===== config.mk =====
export PLATFORM = sky130hd
export DESIGN_NAME = relu_node_queue_param
export DESIGN_NICKNAME = d
export VERILOG_FILES = /design/src/rtl/relu_node_queue_param.sv
export SDC_FILE = /design/constraint.sdc
export NUM_CORES = 1
export LEC_CHECK = 0
export CORE_AREA = 2 2 74 76
export CTS_BUF_LIST = sky130_fd_sc_hd__clkbuf_4 sky130_fd_sc_hd__clkbuf_8 sky130_fd_sc_hd__clkbuf_16
export DETAILED_ROUTE_END_ITERATION = 8
export DIE_AREA = 0 0 76 78
export GPL_TIMING_DRIVEN = 0
export PLACE_DENSITY = 0.84
export REMOVE_ABC_BUFFERS = 1
export SLEW_MARGIN = 0
export SYNTH_ARGS = -nofsm -noshare
export SYNTH_HDL_FRONTEND = slang
export SYNTH_SLANG_ARGS = --single-unit

===== constraint.sdc =====
create_clock -name clk -period 2.2 [get_ports clk]
set_clock_uncertainty 0.2 [all_clocks]
set_input_delay 0.44 -clock clk [delete_from_list [all_inputs] [get_ports clk]]
set_output_delay 0.44 -clock clk [all_outputs]
set_load 0.1 [all_outputs]

===== src/rtl/relu_node_queue_param.sv =====
// Snapshot queue for one layer of ReLU node values, drained one node per cycle
// over valid/ready, optionally skipping zero activations.
module relu_node_queue_param #(
  parameter int NODE_COUNT  = 8,
  parameter int VALUE_WIDTH = 4,
  parameter bit SKIP_ZERO   = 1'b1,
  localparam int IW = $clog2(NODE_COUNT),
  localparam int CW = $clog2(NODE_COUNT + 1)
) (
  input  logic                              clk,
  input  logic                              reset_n,
  input  logic                              load,
  input  logic [NODE_COUNT*VALUE_WIDTH-1:0] node_values_in,
  input  logic                              flush,
  output logic                              load_ready,
  output logic                              out_valid,
  input  logic                              out_ready,
  output logic [IW-1:0]                     index_out,
  output logic [VALUE_WIDTH-1:0]            value_out,
  output logic                              last_out,
  output logic                              queue_empty,
  output logic [CW-1:0]                     pending_count
);

  logic [NODE_COUNT*VALUE_WIDTH-1:0] snapshot;
  logic [NODE_COUNT-1:0]             mask;
  logic [NODE_COUNT-1:0]             load_mask;

  // Node 0 lives in the most significant slot.
  function automatic logic [VALUE_WIDTH-1:0] node_at(
    input logic [NODE_COUNT*VALUE_WIDTH-1:0] vec,
    input int                                i
  );
    return vec[(NODE_COUNT-i)*VALUE_WIDTH-1 -: VALUE_WIDTH];
  endfunction

  function automatic logic [CW-1:0] popcount(input logic [NODE_COUNT-1:0] m);
    logic [CW-1:0] c;
    c = '0;
    for (int i = 0; i < NODE_COUNT; i++) c = c + CW'(m[i]);
    return c;
  endfunction

  always_comb begin
    load_mask = '0;
    for (int i = 0; i < NODE_COUNT; i++)
      load_mask[i] = SKIP_ZERO ? (node_at(node_values_in, i) != '0) : 1'b1;
  end

  // Descending scan so the lowest pending index wins.
  always_comb begin
    index_out = '0;
    value_out = '0;
    for (int i = NODE_COUNT - 1; i >= 0; i--) begin
      if (mask[i]) begin
        index_out = IW'(i);
        value_out = node_at(snapshot, i);
      end
    end
  end

  assign out_valid   = |mask;
  assign queue_empty = ~out_valid;
  assign load_ready  = queue_empty;
  assign last_out    = out_valid && (pending_count == CW'(1));

  always_ff @(posedge clk or negedge reset_n) begin
    if (!reset_n) begin
      snapshot      <= '0;
      mask          <= '0;
      pending_count <= '0;
    end else if (flush) begin
      mask          <= '0;
      pending_count <= '0;
    end else if (load && load_ready) begin
      snapshot      <= node_values_in;
      mask          <= load_mask;
      pending_count <= popcount(load_mask);
    end else if (out_valid && out_ready) begin
      // Clearing the lowest set bit retires exactly the presented entry.
      mask          <= mask & (mask - NODE_COUNT'(1));
      pending_count <= pending_count - CW'(1);
    end
  end

endmodule


==> results of run 1 <==
## cells in the mapped netlist, types with 4 or more instances
library cell	instances	share of area, %
nor4_1	6	1.5
buf_2	4	0.77
mux2_4	28	16
ha_1	5	2.4
mux2_1	4	1.7
fa_1	4	3.1
clkbuf_1	6	0.87
a21oi_1	22	4.3
nor2_1	9	1.3
nor2b_1	4	0.97
inv_1	24	3.5
o31ai_1	5	1.5
dfrtp_1	44	43
nand2_1	9	1.3
a22oi_1	4	1.2
o21ai_0	11	2.1
## worst max path at each step
stage          slack [ns]                to
2_1_floorplan       -3.86      index_out[2]
3_3_place_gp        -2.24  pending_count[2]
3_5_place_dp        -2.29  pending_count[2]
4_1_cts             -1.24  pending_count[1]
5_1_grt             -1.35  pending_count[2]
6_report            -1.27  pending_count[2]
## registers in the layout, indices dropped and copies added, names as in the netlist
register	count
pending_count	4
mask	8
snapshot	32
## kinds of logic after synthesis
group | after synthesis
buffers and inverters | 39
AOI/OAI and AO/OA | 58
DFF | 44
adders and majority gates | 9
muxes | 34
and+or+nand+nor | 46
xor gates and xnor gates | 3
## through the flow
step                      hold slack, ns  worst slack, ns  instance area, µm²
after floorplan                  -0.0556            -3.86                2500
after CTS                          0.160            -1.24                3390
final                              0.168            -1.27                3720
after global routing               0.159            -1.35                3720
after global placement             0.279            -2.24                3100
after detailed placement           0.108            -2.29                3120
## cell usage in the layout (no fill, tap or decap), types with 4 or more instances in the layout
| cell | n |
|---|---|
| dfrtp_1 | 37 |
| buf_6 | 9 |
| nor2b_1 | 4 |
| a22oi_1 | 4 |
| o31ai_2 | 4 |
| inv_1 | 19 |
| buf_4 | 18 |
| clkdlybuf4s15_1 | 5 |
| clkdlybuf4s15_2 | 6 |
| a21oi_2 | 8 |
| buf_12 | 4 |
| nor4_4 | 5 |
| ha_1 | 4 |
| mux2_4 | 29 |
| clkbuf_8 | 10 |
| nor2_1 | 8 |
| clkdlybuf4s50_1 | 14 |
| o21ai_0 | 5 |
| dfrtp_2 | 6 |
| inv_2 | 5 |
| o21ai_1 | 7 |
| buf_2 | 7 |
| a21oi_1 | 11 |
| buf_8 | 4 |
| nand2_1 | 8 |
## worst max-delay path: stages
cell and delay, ns:
buf_8 0.10, nor4_4 0.35, fa_1 0.49, inv_2 0.08, fa_1 0.43, inv_2 0.07
fa_1 0.43, inv_2 0.09, ha_4 0.14, inv_2 0.03, fa_2 0.34, xnor2_2 0.14
mux2i_1 0.10, a211oi_1 0.25
## final cells by class
cell class	instances	area, µm²	share of cell area (%)
Sequential cell	44	1110	29.9
Multi-Input combinational cell	150	1540	41.2
Timing Repair Buffer	78	783	21.0
Tap cell	70	87.6	2.35
Clock buffer	8	97.6	2.62
Inverter	25	106	2.86
## per-layer routing
layer	share of wire (%)	global-route usage [%]
met3	5.5	6.40
met5	0	0
met1	40	27.9
met2	52	38.4
met4	2.4	7.45
## repair_timing
action                                  4_1_cts  5_1_grt
resized for setup                           182       60
pin swaps                                    21       23
buffers inserted                              9       16
hold buffers                                  1        0
endpoints found under the hold margin         7        0
endpoints found under the setup margin       53       49
==> results.cfg, run 1 <==
[run_status]
status = complete, but fails checks
violations = negative setup slack

[setup_path]
regToRegEndpoint = snapshot[18]
crit_fanout = 2
endpoint_kind = flop
required_ns = 2.21
ff2ff_path_depth = 5
worstReg2RegStart = mask[6]
critPathLaunch = node_values_in[18]
crit_type = primary input to flop
reg2reg_slack_ns = -0.29
arrival_ns = 3.48
cp-start-kind = primary input

[sta]
fin_crit_sh_pct = 158
setup_violations = 49
rsz0062_at_grt = yes
setup_tns_ns = -14.11
worst_slack_ns = -1.27
period_minus_slack_ns = 3.47
drv_slew = 0
hold_viol_final = 0
slew-limit-headroom_pct = 51.6
worst_slew_pin_slew_ns = 0.720
fmax_mhz = 288

[cells_and_area]
nFillCells = 307
n_antenna_cell = 0
fin_util_pct = 73.8
final_cells = 375
drive_gt1_share_pct = 45.2
layout.nets = 350
area_delta_synth_final_pct = 43.8

[synthesis]
synth-seq-cells = 44
syn_inst = 233
synth_compound_area_share_pct = 14.0
synth_top_flop_cell = dfrtp_1
synth_fa_ha_area_share_pct = 5.51
async_reset_ff_share_pct = 100
muxShareOfSynthArea_pct = 18.8
yosysWarnings = 0
synth.avg_cell_area_um2 = 11.1
synth_top_family_by_area = multiplexers
synth_edf_count = 0
yosysUniqueCellTypes = 47
ys_seq_area_share_pct = 42.5
synth-xor-area-share_pct = 1.01
netlist_area_um2 = 2590
yosys.area_share.simple_pct = 11.4

[floorplanning]
core_area_um2 = 5040
std_cell_rows = 26
dieArea_um2 = 5930
fp.dieH_um = 78
start_util_pct = 51.3
die_w_um = 76
ios = 52

[detailed_routing]
routedWlPerCell_um = 19.4
drt_drc_violations_left = 0
via_count = 2217
drt-initial-drc-count = 193
firstDrtPassIters = 4
ant_nets = 0
viasPerCell = 5.91
wirelength_um = 7290

[clock_tree]
numClockSinks = 44
cts_tree = done
clkTransAtPathRegs_ns = 0.08
clock_latency_ns = 0.30
htreeDepth = 2
cts_made_buffers = 5
clockRootBuffer = clkbuf_8
cts_buffer_depth = 2

[placed_design]
gp_congestion = 0.817
numPortBuffers = 51
dp.cells = 341
place_hpwl_um = 4260

[global_route]
grt_max_degree = 38
grt_pass1_wl_um = 10700
grt_pass1_vias = 2218
grt-ovfl-total = 0
antenna_found_initial = 0
grtUsageTotal_pct = 22.6

[run]
drv_cap = 0

[min_path]
min_path_cells = 2
hp-class = primary input to flop
hold_end = snapshot[18]
min_from = node_values_in[18]
Power of run 1 is not shown: default switching activity piles up to over one toggle a cycle in this logic, so the estimate is an artifact.
==> run 2, diff against run 1 <==
Settings changed: ABC_AREA set to 1, CTS_BUF_LIST sky130_fd_sc_hd__clkbuf_4 sky130_fd_sc_hd__clkbuf_8 sky130_fd_sc_hd__clkbuf_16 to sky130_fd_sc_hd__clkbuf_8 sky130_fd_sc_hd__clkbuf_16.
Clock period 2.2 ns to 3.8 ns, I/O delays scaled along.
==> results.cfg, run 2 <==
[detailed_routing]
wirelength_um = 6140
wl_met1_um = 2590
routedWlPerCell_um = 13.1
ant_nets = 0
drt-initial-drc-count = 196
wl_met3_um = 417
firstDrtPassIters = 4
wl_met2_um = 3000
drt_drc_violations_left = 0
viasPerCell = 5.08
via_count = 2373
top_layer_used = met4

[synthesis]
synth-xor-area-share_pct = 0.338
yosysTopAreaCell = dfrtp_1
synth-seq-cells = 44
netlist_area_um2 = 2590
syn_inst = 347
yosysWarnings = 0
synth_compound_area_share_pct = 9.19
synth_top_flop_cell = dfrtp_1
synth.top_cells.by_count = 138 x nand2_1, 44 x dfrtp_1, 38 x inv_1
synth_edf_count = 0
yosys.area_share.simple_pct = 32.3
synth.area.top_cells = dfrtp_1 43%, nand2_1 20%, inv_1 5.5%, nor2_1 3.3%, fa_1 3.1%
async_reset_ff_share_pct = 100
yosysMostFrequentCell = nand2_1
ys_seq_area_share_pct = 42.6
synth_fa_ha_area_share_pct = 5.51
yosysUniqueCellTypes = 27
synth_top_family_by_area = simple AND/OR/NAND/NOR gates
yosysTopAreaCellShare_pct = 42.6
synth.avg_cell_area_um2 = 7.46
muxShareOfSynthArea_pct = 0

[setup_path]
regToRegEndpoint = snapshot[15]
crit_type = flop to output pin
cp-start-kind = flop
reg2reg_slack_ns = 1.54
arrival_ns = 2.70
required_ns = 2.84
crit_fanout = 7
worstReg2RegStart = mask[2]
ff2ff_path_depth = 7
endpoint_kind = output pin

[clock_tree]
cts-hold-fix-buffers = 0
htreeDepth = 2
cts_tree = done
clkTransAtPathRegs_ns = 0.09
cts_buffer_depth = 2
cts_made_buffers = 5
clock_latency_ns = 0.31
clockRootBuffer = clkbuf_8
numClockSinks = 44

[cells_and_area]
largest_reg_flops = 32
drive_gt1_share_pct = 13.6
n_antenna_cell = 0
reg_top3 = snapshot: 32 flops, mask: 8 flops, pending_count: 4 flops
area_delta_synth_final_pct = 26.3
final_common_cell = nand2_1
register_area_um2 = 1100
final_cells = 467
layout.nets = 442
nFillCells = 430
layout_common_cells = 136 x nand2_1, 44 x dfrtp_1, 32 x clkdlybuf4s50_1
design_area_um2 = 3270
regMostFlops = snapshot
multi_input_area_um2 = 1270

[sta]
drv_slew = 0
hold_viol_final = 0
worst_slew_pin_slew_ns = 0.972
rsz0062_at_grt = yes
fmax_mhz = 273
period_minus_slack_ns = 3.66
slew-limit-headroom_pct = 35.0
setup_violations = 0
fin_crit_sh_pct = 96.4

[global_route]
grt-ovfl-total = 0
grtUsageTotal_pct = 22.4
antenna_found_initial = 0
grt_pass1_wl_um = 10700
grt_max_degree = 46
grt_pass1_vias = 2304

[floorplanning]
die_w_um = 76
fp.dieH_um = 78
std_cell_rows = 26
dieArea_um2 = 5930
core_area_um2 = 5040
start_util_pct = 51.3
ios = 52

[placed_design]
gp_congestion = 0.868
place_area_um2 = 3090
numPortBuffers = 51
place_hpwl_um = 4450
dp.cells = 457

[min_path]
hp-class = primary input to async pin

[run]
drv_cap = 0

[run_status]
status = complete, no violations
run 2: cells by family after synthesis:
| group | count (synthesis) |
|---|---|
| simple gates | 196 |
| buf+inv | 52 |
| compound gates | 45 |
| flops | 44 |
| fa+ha+maj | 9 |
| xor+xnor | 1 |
run 2: layout make-up:
class                           count  share of cell area, %
Timing Repair Buffer               54                   15.2
Sequential cell                    44                   33.7
Multi-Input combinational cell    251                   38.9
Clock inverter                      3                   2.76
Clock buffer                        5                   2.11
Tap cell                           70                   2.68
Inverter                           40                   4.75
run 2: critical path: stages (launching register included):
cell             delay (ns)
dfrtp_1                0.48
inv_1                  0.13
nand2_1                0.10
o21ai_0                0.24
or2_2                  0.15
o21ai_0                0.09
nand2_1                0.09
clkdlybuf4s50_1        1.12
run 2: layer usage:
metal / up-vias / track usage [%]
li1: 1183 / -
met1: 1086 / 28.3
met2: 89 / 38.0
met3: 15 / 4.53
met4: 0 / 8.91
met5: - / 0
run 2: per-stage QoR:
stage | hold slack, ns | setup WS, ns | TNS, ns | util, %
final | 0.208 | 0.135 | 0 | 64.8
after global routing | 0.256 | -0.00733 | -0.00733 | 64.8
after CTS | 0.222 | 0.0000933 | 0 | 64.4
after detailed placement | 0.265 | -0.696 | -1.68 | 61.4
after global placement | 0.262 | -0.575 | -1.29 | 61.1
after floorplan | 0.244 | 0.0481 | 0 | -
run 2: worst max path at each step:
stage / from / end / slack [ns] / cells past startpoint
2_1_floorplan: node_values_in[19] / pending_count[2] / 0.05 / 16
3_3_place_gp: node_values_in[25] / pending_count[2] / -0.58 / 17
3_5_place_dp: node_values_in[24] / pending_count[2] / -0.70 / 17
4_1_cts: node_values_in[9] / pending_count[1] / 0.00009 / 15
5_1_grt: node_values_in[29] / pending_count[1] / -0.007 / 18
6_report: mask[3] / value_out[1] / 0.14 / 7
run 2: repair_timing:
action,CTS,global route
resized for setup,62,11
setup buffers,1,1
endpoints found under the setup margin,2,5
pin swaps,13,7
Power of run 2 is left out for the same reason.
==> run 3, diff against run 2 <==
Settings changed: CELL_PAD_IN_SITES_DETAIL_PLACEMENT set to 0, CELL_PAD_IN_SITES_GLOBAL_PLACEMENT set to 1, CORE_AREA 2 2 74 76 to 2 2 87 89, DIE_AREA 0 0 76 78 to 0 0 89 91, PLACE_DENSITY 0.84 to 0.83.
==> results.cfg, run 3 (synthesis gave the netlist of run 2 again) <==
[floorplanning]
ios = 52
start_util_pct = 36.3
dieArea_um2 = 8100
std_cell_rows = 31
fp.dieH_um = 91
die_w_um = 89
core_area_um2 = 7140

[detailed_routing]
via_count = 2281
drt-initial-drc-count = 91
ant_nets = 0
firstDrtPassIters = 4
routedWlPerCell_um = 12.6
wirelength_um = 6270
drt_drc_violations_left = 0
viasPerCell = 4.60

[setup_path]
crit_type = primary input to flop
crit_path_frequent_cell = inv_2
critPathBufInv = 7
path_cells = buf_2, nor2_2, nand2_1, inv_2, fa_1, inv_2, fa_1, inv_2, fa_1, inv_2, ha_4, inv_2, fa_2, inv_1, nand4_1, nand2_1, nand2_1, nand2_1
crit_fanout = 2
cp-start-kind = primary input
arrival_ns = 3.67
slowest_delay_ns = 0.54
endpoint_kind = flop
path_delay_family = adder cells
required_ns = 3.79
cp_slowest_cell = fa_1

[placed_design]
place_hpwl_um = 4690
numPortBuffers = 51
place_area_um2 = 3130
gp_congestion = 0.827

[min_path]
hp-class = primary input to async pin

[run]
drv_cap = 0

[cells_and_area]
design_area_um2 = 3220
drive_gt1_share_pct = 12.1
layout.nets = 443
largest_reg_flops = 32
n_antenna_cell = 0
final_common_cell = nand2_1
layout_common_cells = 138 x nand2_1, 44 x dfrtp_1, 33 x inv_1
reg_top3 = snapshot: 32 flops, mask: 8 flops, pending_count: 4 flops
area_delta_synth_final_pct = 24.5
regMostFlops = snapshot

[global_route]
antenna_found_initial = 0
grt_pass1_wl_um = 10600
grt-ovfl-total = 0
grtUsageTotal_pct = 16.8
grt_pass1_vias = 2264
grt_max_degree = 46

[clock_tree]
cts_tree = done
htreeDepth = 2
clock_latency_ns = 0.30
clkTransAtPathRegs_ns = 0.08
clockRootBuffer = clkbuf_8
numClockSinks = 44
cts_buffer_depth = 2
cts_made_buffers = 5

[sta]
slew-limit-headroom_pct = 33.5
hold_viol_final = 0
setup_violations = 0
drv_slew = 0
rsz0062_at_grt = no
worst_slew_pin_slew_ns = 0.988
period_minus_slack_ns = 3.68
fmax_mhz = 272
fin_crit_sh_pct = 96.9
setup_tns_ns = 0

[power]
ir_drop_uv = 515
p_leak_nw = 1.69
p_per_area_nw_per_um2 = 954

[run_status]
status = complete, no violations
## run 3: cell types whose count changed in the layout (fill, tap and decap cells not counted), moves of 2 or more
cell / change
bufinv_16: -3
dlygate4sd2_1: +2
nand2_2: -2
inv_1: +3
nand2_1: +2
clkdlybuf4s50_1: -2
clkbuf_2: +10
inv_2: -2
buf_2: -10
## run 3: power breakdown
group	total [W]	switching, W	leakage, nW	internal, W
clock network	0.000279	0.000156	0.0452	0.000123
logic	0.00198	0.00147	1.09	0.000508
registers	0.000810	0.000140	0.558	0.000670
total	0.00307	0.00177	1.69	0.00130
## run 3: per-stage QoR
stage	cells	hold slack [ns]	util (%)	total power, W	setup slack (ns)
floorplan	335	0.244	-	0.00231	0.0481
global placement	485	0.261	43.7	0.00279	-0.650
detailed placement	486	0.261	43.9	0.00281	-0.645
CTS	495	0.236	45.4	0.00310	0.0124
global route	496	0.250	45.1	0.00329	0.00247
finish	496	0.215	45.1	0.00307	0.119
## run 3: final timing paths
check | from | to | slack [ns] | depth (start not counted)
max | node_values_in[17] | pending_count[1] | 0.12 | 18
min | reset_n | snapshot[0] | 0.22 | 1
max reg2reg | mask[2] | snapshot[13] | 1.53 | 7
min reg2reg | snapshot[8] | snapshot[8] | 0.28 | 2
max in group asynchronous | reset_n | pending_count[3] | 2.68 | 2
min in group clk | snapshot[8] | snapshot[8] | 0.28 | 2
## run 3: timing repair
| item | 4_1_cts | 5_1_grt |
|---|---|---|
| buffers inserted | 2 | 1 |
| pin swaps | 8 | 13 |
| gates resized for setup | 30 | 30 |
| hold buffers | 0 | 0 |
| cloned | 0 | 0 |
| endpoints found under the setup margin | 2 | 7 |
## run 3: metal layers
| metal | vias to the layer above | global-route usage, % | wire, µm |
|---|---|---|---|
| li1 | 1186 | - | - |
| met1 | 1042 | 23.4 | 3040 |
| met2 | 46 | 26.9 | 2920 |
| met3 | 7 | 2.73 | 213 |
| met4 | 0 | 4.85 | 98 |
| met5 | - | 0 | 0 |
## run 3: final cells by class
class	count	area [µm²]
Sequential cell	44	1100
Fill cell	764	3920
Tap cell	99	124
Multi-Input combinational cell	251	1260
Clock inverter	2	8.76
Clock buffer	5	68.8
Inverter	40	155
Timing Repair Buffer	55	500
No activity file was read; power rests on OpenSTA's default activity.
